$ cat config.mk
export PLATFORM = sky130hd
export DESIGN_NAME = move_unit
export DESIGN_NICKNAME = d
export VERILOG_FILES = /design/src/rtl/move_unit.sv
export SDC_FILE = /design/constraint.sdc
export NUM_CORES = 1
export LEC_CHECK = 0
export CAP_MARGIN = 10
export CORE_UTILIZATION = 45
export DETAILED_ROUTE_END_ITERATION = 7
export PLACE_DENSITY = 0.78
export SYNTH_ARGS = -nofsm -noshare
export SYNTH_HDL_FRONTEND = slang
export SYNTH_SLANG_ARGS = --single-unit
$ cat constraint.sdc
create_clock -name clk -period 1.95 [get_ports clk]
set_clock_uncertainty 0.15 [all_clocks]
set_input_delay 0.195 -clock clk [delete_from_list [all_inputs] [get_ports clk]]
set_output_delay 0.195 -clock clk [all_outputs]
set_load 0.05 [all_outputs]
$ cat src/rtl/move_unit.sv
// -----------------------------------------------------------------------------
// move_unit -- register-transfer sequencer for a shared internal bus.
//
// Sequences either a MOVE (Ri <- Rj) or a SWAP (Ri <-> Rj through a temp
// register) by pulsing one-hot bus read/write enables, one step per cycle.
//
// Address map (AW = 6 bit operands):
//   0 .. NREG-1          general registers  (read/write)
//   NREG .. NDST-1       read/write ports   (read/write)
//   NDST .. NSRC-1       input ports        (read only)
//
// Ports:
//   clk, reset     clock, synchronous active-high reset
//   start          request strobe, only looked at while idle
//   mode           0 = MOVE, 1 = SWAP
//   Ri, Rj         operand addresses
//   wr_en[NDST]    one-hot write enable of the target being loaded
//   rd_en[NSRC]    one-hot bus-drive enable of the source being read
//   tmp_wr/tmp_rd  load / drive the swap temp register
//   busy           not idle
//   done           one-cycle completion pulse
//   err            one-cycle illegal-operand pulse (with done)
// -----------------------------------------------------------------------------

// One-hot address decoder: bit k set when enabled and addr == k.
module move_unit_dec #(
  parameter int N  = 4,
  parameter int AW = 6
) (
  input  logic          en_i,
  input  logic [AW-1:0] addr_i,
  output logic [N-1:0]  oh_o
);
  for (genvar k = 0; k < N; k++) begin : g_bit
    assign oh_o[k] = en_i && (addr_i == AW'(k));
  end
endmodule

module move_unit #(
  parameter  int NREG  = 4,
  parameter  int NPORT = 1,
  parameter  int NIN   = 1,
  localparam int NDST  = NREG + NPORT,
  localparam int NSRC  = NDST + NIN,
  localparam int AW    = 6
) (
  input  logic            clk,
  input  logic            reset,
  input  logic            start,
  input  logic            mode,
  input  logic [AW-1:0]   Ri,
  input  logic [AW-1:0]   Rj,
  output logic [NDST-1:0] wr_en,
  output logic [NSRC-1:0] rd_en,
  output logic            tmp_wr,
  output logic            tmp_rd,
  output logic            busy,
  output logic            done,
  output logic            err
);

  typedef enum logic [2:0] {
    S_IDLE = 3'd0,
    S_XFER = 3'd1,
    S_SW1  = 3'd2,
    S_SW2  = 3'd3,
    S_SW3  = 3'd4,
    S_FIN  = 3'd5,
    S_ERR  = 3'd6
  } state_t;

  typedef struct packed {
    logic          mode;
    logic [AW-1:0] ri;
    logic [AW-1:0] rj;
  } req_t;

  // One extra bit so the limits compare cleanly against the full operand,
  // keeping high operand bits part of the address (no aliasing).
  localparam logic [AW:0] NDST_L = (AW+1)'(NDST);
  localparam logic [AW:0] NSRC_L = (AW+1)'(NSRC);

  state_t state_q, state_d;
  req_t   req_q,   req_d;

  logic ri_dst, rj_dst, rj_src, legal;

  // Legality is judged on the live inputs in the accepting IDLE cycle; it
  // only steers the next state, never an output.
  always_comb begin
    ri_dst = {1'b0, Ri} < NDST_L;
    rj_dst = {1'b0, Rj} < NDST_L;
    rj_src = {1'b0, Rj} < NSRC_L;
    legal  = mode ? (ri_dst && rj_dst) : (ri_dst && rj_src);
  end

  // ---------------------------------------------------------------------------
  // State register
  // ---------------------------------------------------------------------------
  always_ff @(posedge clk) begin
    if (reset) begin
      state_q <= S_IDLE;
      req_q   <= '0;
    end else begin
      state_q <= state_d;
      req_q   <= req_d;
    end
  end

  // ---------------------------------------------------------------------------
  // Next-state logic
  // ---------------------------------------------------------------------------
  always_comb begin
    state_d = state_q;
    req_d   = req_q;
    unique case (state_q)
      S_IDLE: begin
        if (start) begin
          req_d = '{mode: mode, ri: Ri, rj: Rj};
          if (!legal)         state_d = S_ERR;
          else if (!mode)     state_d = S_XFER;
          else if (Ri == Rj)  state_d = S_FIN;   // swap with itself: nothing to move
          else                state_d = S_SW1;
        end
      end
      S_XFER:       state_d = S_FIN;
      S_SW1:        state_d = S_SW2;
      S_SW2:        state_d = S_SW3;
      S_SW3:        state_d = S_FIN;
      S_FIN, S_ERR: state_d = S_IDLE;
      default:      state_d = S_IDLE;
    endcase
  end

  // ---------------------------------------------------------------------------
  // Output decode: state + latched operands only. Each step names at most one
  // write target and one read source, so the one-hot decoders below make the
  // single-enable property structural.
  // ---------------------------------------------------------------------------
  logic          wr_sel, rd_sel;
  logic [AW-1:0] wr_addr, rd_addr;

  always_comb begin
    wr_sel  = 1'b0;
    rd_sel  = 1'b0;
    wr_addr = req_q.ri;
    rd_addr = req_q.rj;
    tmp_wr  = 1'b0;
    tmp_rd  = 1'b0;
    busy    = (state_q != S_IDLE);
    done    = 1'b0;
    err     = 1'b0;
    unique case (state_q)
      S_XFER: begin            // Ri <- Rj
        wr_sel = 1'b1;
        rd_sel = 1'b1;
      end
      S_SW1: begin             // tmp <- Ri
        rd_sel  = 1'b1;
        rd_addr = req_q.ri;
        tmp_wr  = 1'b1;
      end
      S_SW2: begin             // Ri <- Rj
        wr_sel = 1'b1;
        rd_sel = 1'b1;
      end
      S_SW3: begin             // Rj <- tmp
        wr_sel  = 1'b1;
        wr_addr = req_q.rj;
        tmp_rd  = 1'b1;
      end
      S_FIN: done = 1'b1;
      S_ERR: begin
        done = 1'b1;
        err  = 1'b1;
      end
      default: ;
    endcase
    // Keep everything quiet while reset is held, including the cycle in which
    // it first arrives, so an aborted sequence emits no further pulses.
    if (reset) begin
      wr_sel = 1'b0;
      rd_sel = 1'b0;
      tmp_wr = 1'b0;
      tmp_rd = 1'b0;
      busy   = 1'b0;
      done   = 1'b0;
      err    = 1'b0;
    end
  end

  move_unit_dec #(.N(NDST), .AW(AW)) u_wr_dec (
    .en_i   (wr_sel),
    .addr_i (wr_addr),
    .oh_o   (wr_en)
  );

  move_unit_dec #(.N(NSRC), .AW(AW)) u_rd_dec (
    .en_i   (rd_sel),
    .addr_i (rd_addr),
    .oh_o   (rd_en)
  );

  // Sanity properties on the bus protocol.
  always_ff @(posedge clk) begin
    if (!reset) begin
      assert ($onehot0(wr_en)) else $error("multiple wr_en bits");
      assert ($onehot0(rd_en)) else $error("multiple rd_en bits");
      assert (!(tmp_rd && (|rd_en))) else $error("bus contention tmp_rd/rd_en");
      assert (!(err && !done)) else $error("err without done");
      assert (!((state_q == S_XFER) && req_q.mode)) else $error("XFER in swap mode");
    end
  end

endmodule

==> results of run 1 <==
## critical path: cells and delay by family, from the launching register on
kind / cells / cell delay [ns]
AOI/OAI and AO/OA: 1 / 0.39
DFF: 1 / 0.36
buffers and inverters: 1 / 0.15
and+or+nand+nor: 3 / 1.00
## cell type report
cell class | count | area, um^2
Clock inverter | 1 | 5.00
Inverter | 2 | 7.51
Sequential cell | 15 | 307
Timing Repair Buffer | 57 | 694
Clock buffer | 3 | 22.5
Tap cell | 27 | 33.8
Fill cell | 49 | 86.3
Multi-Input combinational cell | 115 | 886
## synth_stat cells
master	count	area share, %
nand2b_1	4	2.5
nand2_1	27	10
nor3b_1	1	0.74
or3_4	1	1.1
xor2_1	6	5.2
a2111oi_0	1	0.86
a32oi_1	1	0.86
or2_2	1	0.62
clkbuf_1	3	1.1
nor2_1	14	5.2
a221oi_1	1	0.86
o21ai_0	3	1.5
a21oi_1	18	8.9
o31a_1	1	0.86
nand3_1	4	2.0
o2111a_1	1	1.1
nor3_1	8	3.9
nor3b_2	2	2.5
maj3_1	1	0.99
inv_1	2	0.74
a21boi_0	1	0.74
buf_4	1	0.74
buf_2	3	1.5
a221oi_2	1	1.5
nor4_1	2	1.2
and2_1	1	0.62
or4b_1	1	0.99
nand3b_1	6	4.4
mux2i_1	3	3.0
dfxtp_1	15	30
mux2_2	2	2.2
or3_1	2	1.2
a221o_1	1	0.99
## state kept, by name, summed over array words and instances (netlist names)
| name | flops |
|---|---|
| req_q | 12 |
| state_q | 3 |
## path summary, 6_finish.rpt
kind,start,slack (ns),depth (start not counted),endpoint
setup / recovery,req_q[3],-0.60,5,rd_en[3]
hold / removal,req_q[9],0.34,2,req_q[9]
setup reg to reg,state_q[0],0.07,6,req_q[1]
hold reg to reg,req_q[9],0.34,2,req_q[9]
## power by group
| part | switching, mW | leakage [nW] | internal, mW | total (mW) |
|---|---|---|---|---|
| combinational | 0.516 | 0.555 | 0.391 | 0.907 |
| sequential | 0.0625 | 0.125 | 0.351 | 0.413 |
| clock | 0.114 | 0.0177 | 0.0764 | 0.190 |
## per-layer routing
metal | track usage, % | vias up | wire, um
li1 | - | 595 | -
met4 | 18.1 | 0 | 531
met1 | 43.6 | 687 | 1780
met2 | 75.1 | 179 | 2650
met3 | 6.79 | 72 | 645
met5 | 0 | - | 0
## cells by family (layout without fill, tap and decap cells)
logic type	after synthesis	count (layout)	share of synthesized area [%]
adder cells (fa/ha/maj)	1	1	0.985
buffers and inverters	9	63	4.06
multiplexers	5	5	5.17
flip-flops	15	15	29.6
XOR/XNOR	6	6	5.17
AND/OR/NAND/NOR	74	74	36.9
AO/OA/AOI/OAI	29	29	18.1
## stage by stage
stage | area, um^2 | worst slack (ns) | util, % | TNS, ns
3_3_place_gp | 1830 | -0.147 | 89.6 | -1.25
6_report | 1960 | -0.599 | 95.8 | -6.05
4_1_cts | 1930 | -0.520 | 94.3 | -4.92
2_1_floorplan | 1170 | -0.254 | - | -1.96
5_1_grt | 1960 | -0.781 | 95.8 | -7.23
3_5_place_dp | 1830 | -0.209 | 89.6 | -1.82
## what timing repair did
action | 4_1_cts | 5_1_grt
pin swaps | 9 | 4
buffers inserted | 1 | 0
setup endpoints to repair | 12 | 25
gates resized for setup | 11 | 10
cloned | 0 | 0
==> results.md, run 1 <==
* Initial DRT Pass Iterations at 5
* Placed Cells incl. Taps at 215
* DRT iter0 DRCs at approximately 100
* Vias post-DR at 1533
* Max Clock Freq at around 400 MHz
* Num CTS Buffers at 3
* Vert. Die Dim at 49.5 um
* Clock Path Buffers at 2
* Average wire per standard cell at 25.5 um
* Worst-Skew Late Latency at roughly 0.30 ns
* Initial Util at 49.8%
* Synthesized instance count at ~140
* Drt total wl at 5610 um
* Ant diodes at 0
* Final cell count without fillers at 220
* CP endpoint kind: output port
* Io pins at 32
* Dpl hpwl at 3010 um
* Commonest cells after routing, fill and taps aside: 24 x nand2_1, 23 x buf_4, 18 x buf_12
* Worst path arrival time at 2.20 ns
* Worst-path maximum fanout at 2
* Row count at 16
* Port Buffers at 31
* CORE AREA at 2040 um^2
* Slowest CP cell: or4b_4
* Area grow syn2layout at 92.5%
* Unrepaired setup endpoints after global routing: true
* Final antenna-violating net count at 0
* Mapped cell area at 1020 um^2
* Worst vdd ir at 0.727 mV
* H-tree Lvls at 1
* Worst-Margin Slew at 0.454 ns
* Yosys reg bits at 15
* Critical Path Max Stage Delay at 0.54 ns
* Syn_area_per_cell at 7.31 um^2
* Vias in the first global route at 1458
* Final worst slack at -0.599 ns
* Slew Viols, Final at 0
* Congestion Overflow GR at 0
* Slew headroom at 68.9%
* Antenna violations before repair at 0
* Clk pin slew, worst setup/hold paths at 0.11 ns
* Type of the worst setup path: reg2out
* Final setup fails at 11
* Width of the die at 49.5 um
* Crit-path cells: or4b_4 -> a221oi_4 -> nand3b_1 -> nor2_4 -> buf_12
* Failing checks: setup timing
* Pin count of the biggest net entering global routing at 21
* Seq/Total Area, Yosys at 29.6%
* Placer Congestion at 0.897
* Startpoint types: flop
* Leading cell type in the layout, fill and taps excluded: nand2_1
* Overall power at around 1.5 mW
* Ys Warns at 0
* # hold bufs at CTS at 0
* CTS tree: yes
* Post-Syn Nets at 155
* First-pass GRT wire length at about 7400 um
* Maxcap violations at 0
* Pleak at 0.698 nW
* Die area at 2450 um^2
* Critical path required time at 1.60 ns
* Via density at 6.97
* Fin crit share at 131%
* Root Buffer: clkbuf_4
* # clock sinks at 15
* Minimum clock period at 2.55 ns
* Worst hold slack at 0.344 ns
* Status: finished, violations left
* HP Class: reg2reg
* DRC at 0
* Total track usage at 40.2%
* Share of layout cells above drive strength 1 at 43.0%
* Cell variety after synth at 33
* Nets@finish at 210
* Pwr per Cell Area at 772 nW/um^2
* Final Hold Vio Count at 0
No activity file was read; power rests on OpenSTA's default activity.
==> run 2, diff against run 1 <==
--- a/config.mk
+++ b/config.mk
@@ -6,9 +6,9 @@
 export NUM_CORES = 1
 export LEC_CHECK = 0
 export CAP_MARGIN = 10
-export CORE_UTILIZATION = 45
+export CORE_UTILIZATION = 49
 export DETAILED_ROUTE_END_ITERATION = 7
-export PLACE_DENSITY = 0.78
+export PLACE_DENSITY = 0.84
 export SYNTH_ARGS = -nofsm -noshare
 export SYNTH_HDL_FRONTEND = slang
 export SYNTH_SLANG_ARGS = --single-unit
==> constraint.sdc (replaced) <==
create_clock -name clk -period 3.1 [get_ports clk]
set_clock_uncertainty 0.15 [all_clocks]
set_input_delay 0.31 -clock clk [delete_from_list [all_inputs] [get_ports clk]]
set_output_delay 0.31 -clock clk [all_outputs]
set_load 0.05 [all_outputs]
==> run 2 against run 1 <==
Effect of this change: the run now ends clean; final cell count fell by 11%; worst hold slack worse by 0.031 ns; clock-buffer cell count rose by 1; utilization shrank 24 points; die area down 7.8%; largest cell class unchanged.
==> results.md, run 2 (synthesis gave the netlist of run 1 again) <==
* CTS tree: yes
* Initial Util at just over 50%
* Leading cell type in the layout, fill and taps excluded: nand2_1
* Pwr per Cell Area at about 460 nW/um^2
* Via density at 5.52
* Io pins at 32
* Initial DRT Pass Iterations at 4
* Critical path required time at 2.64 ns
* HP Class: reg2reg
* Maxcap violations at 0
* DRC at 0
* Port Buffers at 31
* Congestion Overflow GR at 0
* Width of the die at 47.5 um
* Final cell count without fillers at 195
* Status: complete, no violations
* Average wire per standard cell at ~12 um
* Fin crit share at between 90% and 100%
* H-tree Lvls at 1
* Total track usage at 22.9%
* Vias in the first global route at 860
* Antenna violations before repair at 0
* FF-to-FF setup slack at around 1.4 ns
* HP Start: req_q[9]
* Worst R2R Path Depth at 4
* Biggest register: req_q
* Vias post-DR at about 1100
* CP endpoint kind: output port
* Setup tns final at 0 ns
* # hold bufs at CTS at 0
* Unrepaired setup endpoints after global routing: false
* Worst path arrival time at 2.39 ns
* Overall power at about 0.66 mW
* Pin count of the biggest net entering global routing at 17
* Slew Viols, Final at 0
* Placed Cells incl. Taps at 191
* Worst-Skew Late Latency at 0.29 ns
* Row count at 16
* # clock sinks at 15
* Num CTS Buffers at 3
* Minimum clock period at 2.85 ns
* Startpoint types: flop
* Share of layout cells above drive strength 1 at 13.7%
* Top flop regs: req_q: 12 flops, state_q: 3 flops
* Commonest cells after routing, fill and taps aside: 27 x nand2_1, 19 x clkdlybuf4s50_1, 18 x a21oi_1
* Final Hold Vio Count at 0
* Final Util at between 70% and 80%
* Area grow syn2layout at 39.0%
* Placer Congestion at 0.815
* First-pass GRT wire length at between 3000 and 4000 um
* Die area at 2260 um^2
* DRT iter0 DRCs at 25
* Pleak at 0.496 nW
* Clock Path Buffers at 2
* Dpl hpwl at ~2000 um
* Clk pin slew, worst setup/hold paths at 0.09 ns
* Drt total wl at 2430 um
* Hold Path Depth at 2
* Max reg flops at 12
* FF-to-FF Start: state_q[0]
* Worst slack, placed at roughly 0.26 ns
* Ant diodes at 0
* Final worst slack at roughly 0.25 ns
* Nets@finish at 185
* Vert. Die Dim at 47.5 um
* Worst-path maximum fanout at 10
* Slew headroom at 63.0%
* CORE AREA at between 1500 and 2000 um^2
* Type of the worst setup path: reg2out
* Final setup fails at 0
* Root Buffer: clkbuf_4
* Final antenna-violating net count at 0
* Hold worst-path end: req_q[9]
* Worst-Margin Slew at 0.553 ns
* Worst vdd ir at 0.387 mV
* RR Endpoint: req_q[4]
* Max Clock Freq at 351 MHz
[run 2: cell count changes in the layout (fill, tap and decap cells not counted), sizes merged]
cell,previous run,this run
buf,42,12
clkinv,1,0
clkbuf,3,4
clkdlybuf4s50,15,19
dlygate4sd2,0,1
[run 2: area by class of cell]
class | instances | area, um^2
Clock buffer | 4 | 26.3
Fill cell | 173 | 549
Inverter | 2 | 7.51
Multi-Input combinational cell | 115 | 681
Sequential cell | 15 | 300
Tap cell | 27 | 33.8
Timing Repair Buffer | 32 | 364
[run 2: metal layers]
layer	wire length (um)	vias to the layer above	share of wire, %	global-route usage, %
li1	-	548	-	-
met1	1110	484	45	30.3
met2	1190	40	49	37.5
met3	112	4	4.6	2.64
met4	27	0	1.1	10.0
met5	0	-	0	0
[run 2: repair_timing]
item | in CTS | in global routing
setup endpoints to repair | 1 | 0
endpoints found under the hold margin | 0 | 0
setup buffers | 0 | 0
gates resized for setup | 1 | 0
[run 2: through the flow]
step / hold WS [ns] / cell area (um^2)
after floorplan: 0.286 / 1020
after global placement: 0.295 / 1390
after detailed placement: 0.300 / 1390
after CTS: 0.312 / 1410
after global routing: 0.339 / 1410
final: 0.313 / 1410
[run 2: worst max-delay path, stage by stage (launching register included)]
cell and delay, ns:
dfxtp_1 0.50, nor3b_2 0.52, a21oi_1 0.18, a2111oi_2 0.34
dlygate4sd2_1 0.56
[run 2: report_power, final]
group | internal, mW | switching, mW | leakage (nW)
sequential | 0.218 | 0.0391 | 0.123
combinational | 0.119 | 0.169 | 0.358
clock | 0.0500 | 0.0604 | 0.0150
[run 2: worst max-delay path by stage]
stage	from	endpoint	slack, ns	cells after the start
detailed placement	state_q[2]	wr_en[4]	0.26	4
CTS	state_q[2]	wr_en[4]	0.24	4
finish	state_q[2]	wr_en[4]	0.25	4
floorplan	state_q[0]	rd_en[0]	0.24	5
global route	state_q[2]	wr_en[4]	0.09	4
global placement	state_q[2]	wr_en[4]	0.39	4
